File: config.mk
export PLATFORM = sky130hd
export DESIGN_NAME = matrix_scan
export DESIGN_NICKNAME = d
export VERILOG_FILES = /design/src/rtl/matrix_scan.sv
export SDC_FILE = /design/constraint.sdc
export NUM_CORES = 1
export LEC_CHECK = 0
export ABC_AREA = 1
export CAP_MARGIN = 25
export CORE_AREA = 2 2 39 41
export DETAILED_ROUTE_END_ITERATION = 6
export DIE_AREA = 0 0 41 43
export DONT_BUFFER_PORTS = 1
export PLACE_DENSITY = 0.68
export REMOVE_ABC_BUFFERS = 1
export SLEW_MARGIN = 40
export SYNTH_ARGS = -nofsm -noshare
export SYNTH_HDL_FRONTEND = slang
export SYNTH_SLANG_ARGS = --single-unit
File: constraint.sdc
create_clock -name clk -period 1.55 [get_ports clk]
set_input_delay 0.31 -clock clk [delete_from_list [all_inputs] [get_ports clk]]
set_output_delay 0.31 -clock clk [all_outputs]
set_load 0.03 [all_outputs]
File: src/rtl/matrix_scan.sv
// Row scanner for a multiplexed display/keyboard matrix: auto-scan with a
// per-row dwell prescaler, or manual row select. MATRIX_SCAN_BLANK_EN adds anti-ghost blanking.
module matrix_scan #(
  parameter int ROWS  = 7,
  parameter int SEL_W = 3,
  parameter int PRESC = 4
) (
  input  logic             clk,
  input  logic             rst_n,
  input  logic             En,
  input  logic             Mode,
  input  logic [SEL_W-1:0] Ch,
  output logic [ROWS-1:0]  Line,
  output logic [SEL_W-1:0] RowIdx,
  output logic             FrameDone,
  output logic             Display
);

  localparam int PW = (PRESC > 2) ? $clog2(PRESC) : 1;
  localparam logic [PW-1:0]    PRESC_LAST = PW'(PRESC - 1);
  localparam logic [SEL_W-1:0] LAST_ROW   = SEL_W'(ROWS - 1);

  logic [PW-1:0]    presc_r, presc_s;
  logic [SEL_W-1:0] row_r, row_s;
  logic [ROWS-1:0]  line_r, line_s;
  logic             frame_r, frame_s;
  logic             display_r, display_s;
  // High when the next enabled auto-mode edge must start a fresh frame
  // (after reset or after leaving manual mode).
  logic             restart_r, restart_s;

  function automatic logic [ROWS-1:0] onehot(input logic [SEL_W-1:0] r);
    logic [ROWS-1:0] oh;
    oh = '0;
    for (int i = 0; i < ROWS; i++) begin
      oh[i] = (r == SEL_W'(i));
    end
    return oh;
  endfunction

  // Next-state for prescaler, row, line enables and status outputs
  always_comb begin
    presc_s   = presc_r;
    row_s     = row_r;
    restart_s = restart_r;
    frame_s   = 1'b0;
    line_s    = '0;
    display_s = Mode & (&Ch);
    if (En) begin
      restart_s = Mode;
      if (Mode) begin
        row_s   = Ch;
        presc_s = '0;
      end else if (restart_r) begin
        row_s   = '0;
        presc_s = '0;
      end else if (presc_r == PRESC_LAST) begin
        presc_s = '0;
        if (row_r == LAST_ROW) begin
          row_s   = '0;
          frame_s = 1'b1;
        end else begin
          row_s   = row_r + SEL_W'(1);
        end
      end else begin
        presc_s = presc_r + PW'(1);
      end
`ifdef MATRIX_SCAN_BLANK_EN
      line_s = (row_s != row_r) ? '0 : onehot(row_s);
`else
      line_s = onehot(row_s);
`endif
    end else begin
      line_s = '0;
    end
  end

  // State and output registers
  always_ff @(posedge clk or negedge rst_n) begin
    if (!rst_n) begin
      presc_r   <= '0;
      row_r     <= '0;
      line_r    <= '0;
      frame_r   <= 1'b0;
      display_r <= 1'b0;
      restart_r <= 1'b1;
    end else begin
      presc_r   <= presc_s;
      row_r     <= row_s;
      line_r    <= line_s;
      frame_r   <= frame_s;
      display_r <= display_s;
      restart_r <= restart_s;
    end
  end

  assign Line      = line_r;
  assign RowIdx    = row_r;
  assign FrameDone = frame_r;
  assign Display   = display_r;

endmodule

==> results_dict.tcl <==
set metrics [dict create \
    ant_nets 0 \
    vias_per_cell 4.90 \
    ir_drop_uv 386 \
    cts_root_buf "clkbuf_4" \
    synth.cell_area_sq_um 701 \
    wl_mm 1.27 \
    detailroute.via_count 514 \
    cp_max_fo 4 \
    initial_core_util 0.506 \
    overflow 0 \
    nNetsFinal 98 \
    ios 19 \
    post_cts_buffers 0 \
    path_clk_slew_ns 0.08 \
    yosysUniqueCellTypes 16 \
    relSlewSlack 0.568 \
    layout_common_cells "nand2_1 (24), dfrtp_1 (14), nor2_1 (10)" \
    synthTopCellsByArea "dfrtp_1 (50%), nand2_1 (13%), nor2_1 (5.4%)" \
    drc_errors 0 \
    drive_above_1_share 0.225 \
    grt_pass1_wl_mm 2.10 \
    htree_levels 1 \
    n_antenna_cell 0 \
    port_buffers 0 \
    status "complete, no violations" \
    wl_per_cell_um 12.1 \
    finalSetupViolCount 0 \
    slew_violations 0 \
    grt_max_degree 16 \
    die_area_sq_um 1760 \
    cp.arrival_ns 1.53 \
    placed_cells 100 \
    dpl.hpwl_um 942 \
    cts_buffers 3 \
    syn_avg_cell_area_sq_um 8.54 \
    core_sq_um 1380 \
    hold_path.class "in -> reg" \
    fin_setup_tns_ns 0 \
    dieWidth_um 41 \
    gp_congestion 0.877 \
    clock_latency_ns 0.29 \
    cts_tree "yes" \
    grtUsageTotal 0.188 \
    grt_setup_unrepaired "false" \
    crit_type "reg -> reg" \
    r2r_setup_slack_ns 0.24 \
    final_util 0.560 \
    worst-endpoint-required_ns 1.77 \
    fillers 127 \
    hold_viol 0 \
    power_density_nw_per_um2 1040 \
    clkSinkCount 15 \
    max_cap_viol_count 0 \
    final_cells 105 \
    ys_seq_elements 15 \
    leakage_nw 0.405 \
    area_growth_pct 10.5 \
    initialDrtViolationCount 8 \
    synth_top_area_share 0.500 \
    max_freq_mhz 765 \
    die_y_um 43 \
    hold_slack_ns 0.0959 \
    period_minus_slack_ns 1.31 \
    period_share 0.843 \
    ys_warn_count 0 \
    final_common_cell "nand2_1" \
    dr.pass1.iters 4 \
    start_kind "register" \
    synthCells 82 \
    core.rowCount 14 \
    yosys.area.top_type "dfrtp_1" \
    seq_area_frac_synth 0.538 \
    clockBufferDepth 2 \
    skew_ns 0.00304 \
    crit_path_end_kind "register" \
    grt_pass1_vias 494 \
    antenna_found_initial 0 \
    tightest_slew_ns 0.646 \
]
## layout make-up
| class | count | area [sq um] | area share |
|---|---|---|---|
| clock buffer | 4 | 26.3 | 0.0339 |
| inverter | 9 | 33.8 | 0.0436 |
| multi-input combinational | 57 | 285 | 0.368 |
| sequential | 15 | 377 | 0.486 |
| tap | 16 | 20.0 | 0.0258 |
| timing repair buffer | 4 | 32.5 | 0.0420 |
## metal layers
| metal | track usage | vias up | wire (um) |
|---|---|---|---|
| met2 | 0.288 | 17 | 680 |
| met5 | 0 | - | 0 |
| met4 | 0.140 | 0 | 42 |
| li1 | - | 263 | - |
| met1 | 0.216 | 229 | 490 |
| met3 | 0.0366 | 5 | 54 |
## synthesized netlist by cell type
master,number
nand3_2,1
dfrtp_1,14
o21ai_1,3
nand3_1,4
o21ai_2,2
nor2_2,4
nor3_1,1
inv_1,9
nand2_2,4
dfstp_2,1
nor2_1,10
buf_2,1
ha_1,1
o21ai_0,1
nand2_1,24
nor2_4,2
## what timing repair did
| action | 4_1_cts | 5_1_grt |
|---|---|---|
| hold buffers | 1 | 0 |
| endpoints found under the hold margin | 15 | 0 |
| resized for setup | 0 | 0 |
## sequential cells by signal, indices dropped and copies added (netlist names)
| signal | count |
|---|---|
| restart_r | 1 |
| Display | 1 |
| RowIdx | 3 |
| FrameDone | 1 |
| Line | 7 |
| presc_r | 2 |
## power by group
| part | switching [mW] | internal [mW] |
|---|---|---|
| logic | 0.0863 | 0.0432 |
| clock network | 0.122 | 0.100 |
| registers | 0.0387 | 0.417 |
| total | 0.247 | 0.561 |
## path summary, 6_finish.rpt
| check | depth (start not counted) | to | from |
|---|---|---|---|
| max in group asynchronous | 1 | Line[2] | rst_n |
| worst max register to register | 8 | Line[0] | presc_r[0] |
| worst min register to register | 2 | restart_r | restart_r |
| worst max-delay path | 8 | Line[0] | presc_r[0] |
| min in group asynchronous | 1 | Line[5] | rst_n |
| worst min-delay path | 1 | RowIdx[2] | En |
## worst max-delay path: stages, from the launching register on
cell,delay (ns)
dfrtp_1,0.39
ha_1,0.25
nand2_2,0.11
nand2_1,0.07
nand2_2,0.08
nor2_2,0.04
nor2_2,0.12
nand2_1,0.08
nor2_1,0.10
## metrics by stage
stage / setup WS [ns] / total power [mW] / area [sq um]
after floorplan: 0.359 / 0.553 / 696
after global placement: 0.318 / 0.582 / 738
after detailed placement: 0.257 / 0.584 / 738
after CTS: 0.241 / 0.813 / 774
after global routing: 0.139 / 0.853 / 774
final: 0.243 / 0.807 / 774
## kinds of logic (layout without fill, tap and decap cells)
kind of cell | Yosys count | in the layout | synth area share
flip-flops | 15 | 15 | 0.538
buffers and inverters | 10 | 17 | 0.0553
AO/OA/AOI/OAI | 6 | 6 | 0.0536
AND/OR/NAND/NOR | 50 | 50 | 0.336
adder cells (fa/ha/maj) | 1 | 1 | 0.0179
Power figures use the tool's default switching activity.
